<file path="config.mk">
export PLATFORM = sky130hd
export DESIGN_NAME = head_tracker
export DESIGN_NICKNAME = d
export VERILOG_FILES = /design/src/rtl/snake_pkg.sv /design/src/rtl/step_tick.sv /design/src/rtl/head_tracker.sv
export SDC_FILE = /design/constraint.sdc
export NUM_CORES = 1
export LEC_CHECK = 0
export BUFFER_PORTS_ARGS = -buffer_cell sky130_fd_sc_hd__buf_2
export CORE_ASPECT_RATIO = 0.5
export CORE_UTILIZATION = 35
export CTS_CLUSTER_DIAMETER = 120
export DETAILED_ROUTE_END_ITERATION = 10
export PLACE_DENSITY_LB_ADDON = 0.15
export SKIP_LAST_GASP = 1
export SYNTH_ARGS = -nofsm -noshare
export SYNTH_HDL_FRONTEND = slang
export SYNTH_SLANG_ARGS = --single-unit
</file>
<file path="constraint.sdc">
create_clock -name Clock -period 4.1 [get_ports Clock]
set_clock_uncertainty 0.05 [all_clocks]
set_input_delay 0 -clock Clock [delete_from_list [all_inputs] [get_ports Clock]]
set_output_delay 0 -clock Clock [all_outputs]
set_load 0.01 [all_outputs]
</file>
<file path="src/rtl/snake_pkg.sv">
// Shared types for the snake grid game: grid size, step directions, head FSM
// states and the reverse-direction test.
package snake_pkg;

  localparam int GRID_DIM = 8;

  typedef enum logic [2:0] {DIR_NONE, DIR_U, DIR_D, DIR_L, DIR_R} dir_t;

  typedef enum logic [1:0] {HT_IDLE, HT_RUN, HT_DEAD} ht_state_t;

  // True when b points exactly opposite to a; DIR_NONE has no opposite.
  function automatic logic is_reverse(input dir_t a, input dir_t b);
    case (a)
      DIR_U:   return (b == DIR_D);
      DIR_D:   return (b == DIR_U);
      DIR_L:   return (b == DIR_R);
      DIR_R:   return (b == DIR_L);
      default: return 1'b0;
    endcase
  endfunction

endpackage

</file>
<file path="src/rtl/step_tick.sv">
// Step-rate divider: while en is high, tick is asserted combinationally on
// the last of every TICK_CYCLES cycles; the count is held at 0 while en is low.
module step_tick #(
  parameter int TICK_CYCLES = 1000
) (
  input  logic Clock,
  input  logic reset,
  input  logic en,
  output logic tick
);

  localparam int W = (TICK_CYCLES > 1) ? $clog2(TICK_CYCLES) : 1;
  localparam logic [W-1:0] LAST = W'(TICK_CYCLES - 1);

  logic [W-1:0] count;

  assign tick = en && (count == LAST);

  always_ff @(posedge Clock or posedge reset) begin
    if (reset) begin
      count <= '0;
    end else if (!en || tick) begin
      count <= '0;
    end else begin
      count <= count + W'(1);
    end
  end

endmodule

</file>
<file path="src/rtl/head_tracker.sv">
// Snake head tracker: decodes L/R/U/D levels into a direction and steps the
// head across the 8x8 grid at the step_tick rate. Define HEAD_TRACKER_WRAP_EN
// to wrap at the edges instead of latching a wall collision.
module head_tracker
  import snake_pkg::*;
#(
  parameter int TICK_CYCLES = 1000,
  parameter int START_ROW   = 3,
  parameter int START_COL   = 3
) (
  input  logic                                Clock,
  input  logic                                reset,
  input  logic                                L,
  input  logic                                R,
  input  logic                                U,
  input  logic                                D,
  output logic                                tracking,
  output logic                                snake,
  output logic [GRID_DIM-1:0][GRID_DIM-1:0]   head_position,
  output logic [2:0]                          row,
  output logic [2:0]                          col
);

  function automatic logic [GRID_DIM-1:0][GRID_DIM-1:0] onehot(input logic [2:0] r,
                                                               input logic [2:0] c);
    logic [GRID_DIM-1:0][GRID_DIM-1:0] g;
    g = '0;
    g[r][c] = 1'b1;
    return g;
  endfunction

  ht_state_t state, state_next;
  dir_t dir, pend, req;
  logic accept, tick, wall_hit;
  logic signed [3:0] row_try, col_try;
  logic [2:0] row_next, col_next;

  step_tick #(.TICK_CYCLES(TICK_CYCLES)) u_step_tick (
    .Clock (Clock),
    .reset (reset),
    .en    (state == HT_RUN),
    .tick  (tick)
  );

  always_comb begin
    req = DIR_NONE;
    if (U)      req = DIR_U;
    else if (D) req = DIR_D;
    else if (L) req = DIR_L;
    else if (R) req = DIR_R;
  end

  assign accept = (req != DIR_NONE) && (state != HT_DEAD) && !is_reverse(req, dir);

  // On a step the head moves in pend, which becomes dir on that same edge.
  // Off-grid results (-1 or 8) both read as negative in 4-bit signed.
  always_comb begin
    row_try = signed'({1'b0, row});
    col_try = signed'({1'b0, col});
    case (pend)
      DIR_U:   row_try = row_try - 4'sd1;
      DIR_D:   row_try = row_try + 4'sd1;
      DIR_L:   col_try = col_try - 4'sd1;
      DIR_R:   col_try = col_try + 4'sd1;
      default: ;
    endcase
    row_next = row_try[2:0];
    col_next = col_try[2:0];
  end

`ifdef HEAD_TRACKER_WRAP_EN
  assign wall_hit = 1'b0;
`else
  assign wall_hit = (row_try < 4'sd0) || (row_try > 4'sd7) ||
                    (col_try < 4'sd0) || (col_try > 4'sd7);
`endif

  always_ff @(posedge Clock or posedge reset) begin
    if (reset) state <= HT_IDLE;
    else       state <= state_next;
  end

  always_comb begin
    state_next = state;
    case (state)
      HT_IDLE: if (accept) state_next = HT_RUN;
      HT_RUN:  if (tick && wall_hit) state_next = HT_DEAD;
      default: state_next = state;
    endcase
  end

  always_ff @(posedge Clock or posedge reset) begin
    if (reset) begin
      dir           <= DIR_NONE;
      pend          <= DIR_NONE;
      row           <= 3'(START_ROW);
      col           <= 3'(START_COL);
      head_position <= onehot(3'(START_ROW), 3'(START_COL));
      tracking      <= 1'b0;
      snake         <= 1'b0;
    end else begin
      tracking <= tick;
      if (accept) pend <= req;
      if (state == HT_IDLE && accept) dir <= req;
      if (tick) begin
        dir <= pend;
        if (wall_hit) begin
          snake <= 1'b1;
        end else begin
          row           <= row_next;
          col           <= col_next;
          head_position <= onehot(row_next, col_next);
        end
      end
    end
  end

endmodule

</file>
==> key figures <==
Worst setup path
  – WS Path Type: flip-flop to flip-flop
  – Critical Path Source: pend[0]
  – Top delay family on crit path: simple AND/OR/NAND/NOR gates
  – Worst path cell trace: or2b_1 -> nor2_1 -> inv_1 -> ha_1 -> a21o_1 -> a21oi_1 -> mux2i_1 -> nand3_4 -> buf_4 -> o31ai_1
  – Largest stage delay on the critical path: 490 ps
  – Critical Path End Type: flip-flop
  – CP required: 4280 ps
  – CP Max Fanout: 56
  – RR Endpoint: head_position[52]
  – Number of cells on the worst reg-to-reg path: 10
  – CP max-delay cell: nand3_4
  – Worst Setup Start Kind: flip-flop
  – Reg2reg start: pend[0]
  – CP Buf/Inv Count: 2
  – R2r setup slk: 590 ps
  – Arrival time at the worst endpoint: 3700 ps

Floorplanning
  – Num ports: 78
  – Core box area: 11300 um2
  – Initial Util: 0.370
  – Die Ht: 79.2 um
  – Row count: 27
  – Die width: 156 um
  – DIE AREA: 12400 um2

Timing
  – Fin. max-slew vios: 0
  – Max-slew headroom: 0.374
  – Post-Route Setup TNS: 0 ps
  – Hold Vio Cnt, Final: 0
  – Worst-margin pin slew: 937 ps
  – Clock period minus worst slack: 3510 ps
  – RSZ-0062 raised after global routing: false
  – Fmax: 0.285 GHz
  – Final Cycle Share: 0.857
  – Finish-stage setup viols: 0

Global route
  – GRT Total Usage: 0.171
  – Number of global-route vias before repair: 3094
  – Largest net degree at the start of global routing: 57
  – First-pass GRT wire length: 16300 um
  – Global route overflow: 0
  – Initial antenna violation count: 0

Clocking
  – H-tree levels: 3
  – Root Driver: clkbuf_16
  – CTS tree: done
  – Worst skew pair latency: 340 ps
  – CTS Sinks: 90
  – Clk buf depth: 2
  – Worst-path clk slew: 60 ps
  – CTS buffer count: 9
  – Post-CTS Setup Bufs: 0
  – CTS resizes: 0

Synthesis
  – Post-Synth Simple-Gate Area: 0.161
  – Seq cells post-synth: 90
  – Synth Instances: 418
  – Synth top area cells: dfrtp_1 (51%), o31ai_1 (12%), nand2_1 (8.3%), dfstp_2 (3.1%), xnor2_1 (2.1%)
  – Share of the synthesized area in the top cell type: 0.510
  – Mux contribution to synthesized area: 0.00960
  – Synth Cell Area: 4170 um2
  – Top_reg_cell synth: dfrtp_1
  – Post-synthesis sequential area ratio: 0.541
  – Syn Nets: 431
  – Most frequent cells after synthesis: nand2_1 (92), dfrtp_1 (85), o31ai_1 (64)
  – Adder-Cell Fraction of Synth Area: 0.0246
  – Post-synth EDFFs: 0
  – Cell accounting for the most synthesized area: dfrtp_1
  – Main combinational cell family by area after synthesis: compound AO/OA/AOI/OAI gates
  – Mean Syn Cell Area: 9.98 um2
  – Distinct cells, synth: 43
  – Post-Synth XOR/XNOR Area: 0.0294
  – Synth async-reset ratio: 1.00
  – Compound-Gate Fraction of Synth Area: 0.196
  – Count leader, synth: nand2_1
  – Yosys Warn Count: 0

Routing
  – Via/cell ratio: 5.00
  – Drt pass-1 iters: 5
  – Post-route ant nets: 0
  – Via count: 3275
  – Overall routed net length: 9950 um
  – 1st-iter DRT viols: 213
  – Drt drc: 0
  – Routed wire length per instance: 15.2 um

Place
  – GP Congestion: 0.828
  – Hpwl dp: 6600 um
  – Port-buffer cells: 77

Final layout
  – Core Util, Final: 0.450
  – Ant diodes: 0
  – Area growth from synthesis to layout: 21.8%
  – Share of layout cells above drive strength 1: 0.220
  – Register Area: 2260 um2
  – Final net count: 505
  – # fillers: 1114
  – Multi-input logic area: 1770 um2

Pwr
  – Static leakage: 0.00242 uW
  – Power per cell area: 383 nW/um2
  – VDD IR max: 0.179 mV

Hold path
  – Hold Crit Start: D
  – Min-Delay Endpoint: state[0]
  – Min-Delay Path Class: input pin to flip-flop
  – Hold depth: 3

Status
  – Status: finished, final reports clean

Run
  – MaxCap Viol Count: 0
==> cell type report <==
type / instances / area share
Clock buffer: 9 / 0.0443
Clock inverter: 6 / 0.0227
Inverter: 13 / 0.00985
Multi-Input combinational cell: 292 / 0.348
Sequential cell: 90 / 0.444
Tap cell: 159 / 0.0392
Timing Repair Buffer: 86 / 0.0916
==> flip-flops by register name, summed over array words and instances, names as in the netlist <==
| signal | flops |
|---|---|
| col | 3 |
| pend | 3 |
| tracking | 1 |
| u_step_tick.count | 10 |
| state | 2 |
| head_position | 64 |
| dir | 3 |
| row | 3 |
| snake | 1 |
==> routing by layer <==
| layer | global-route usage | wire (um) |
|---|---|---|
| met2 | 0.263 | 4340 |
| met3 | 0.0448 | 432 |
| met4 | 0.0441 | 78 |
| met1 | 0.238 | 5100 |
| met5 | 0 | 0 |
==> cells in the final DEF, fill, tap and decap left out, types with 2 or more instances in the layout <==
master / Yosys / layout
nand2_1: 92 / 92
dfrtp_1: 85 / 85
buf_2: 12 / 77
o31ai_1: 64 / 64
nor2_1: 22 / 22
o21ai_0: 13 / 13
inv_1: 12 / 11
a21oi_1: 11 / 11
nand3_1: 12 / 11
xnor2_1: 10 / 10
clkbuf_16: 0 / 9
o41ai_1: 8 / 8
ha_1: 5 / 5
dfstp_2: 5 / 5
dlygate4sd3_1: 0 / 5
nand4_1: 4 / 4
nor3_1: 4 / 4
mux2i_1: 4 / 4
nand2b_1: 4 / 4
xor2_1: 4 / 4
and3_1: 4 / 4
buf_4: 2 / 4
a21o_1: 3 / 3
or2_2: 3 / 3
nor2b_1: 3 / 3
o21a_1: 3 / 3
bufinv_16: 0 / 3
or3_1: 2 / 2
fa_1: 2 / 2
==> what timing repair did <==
action / in CTS / in global routing
hold buffers: 5 / 0
hold endpoints to repair: 51 / 0
endpoints found under the setup margin: 0 / 0
==> power breakdown <==
group | switching (uW) | internal, uW
clock | 347 | 595
combinational | 83.8 | 25.6
sequential | 4.37 | 890
total | 435 | 1510
==> stage by stage <==
step	power, uW	instances	instance area [um2]	hold slack (ps)	worst slack [ps]
after global routing	2020	655	5080	97.8	269
final	1950	655	5080	49.7	587
after floorplan	985	418	4170	126	1380
after CTS	1970	655	5080	35.3	603
after detailed placement	1020	635	4690	198	608
after global placement	1020	635	4690	195	719
==> worst reg2reg max path, stage by stage (launching register included) <==
cell and delay (ps):
dfrtp_1 480, or2b_1 280, nor2_1 210, inv_1 100, ha_1 270, a21o_1 170
a21oi_1 170, mux2i_1 410, nand3_4 490, buf_4 470, o31ai_1 310
==> worst max path at each step <==
stage,slack (ps),end,depth (start not counted)
detailed placement,610,head_position[41],10
CTS,600,head_position[41],10
floorplan,1380,head_position[57],12
global route,270,head_position[41],10
finish,590,head_position[52],10
global placement,720,head_position[51],10
==> logic make-up after synthesis <==
| group | after synthesis |
|---|---|
| AOI/OAI and AO/OA | 112 |
| xor gates and xnor gates | 14 |
| adders and majority gates | 7 |
| buffers and inverters | 36 |
| DFF | 90 |
| muxes | 4 |
| and+or+nand+nor | 155 |
Note: power is estimated with default switching activity, not from simulation.
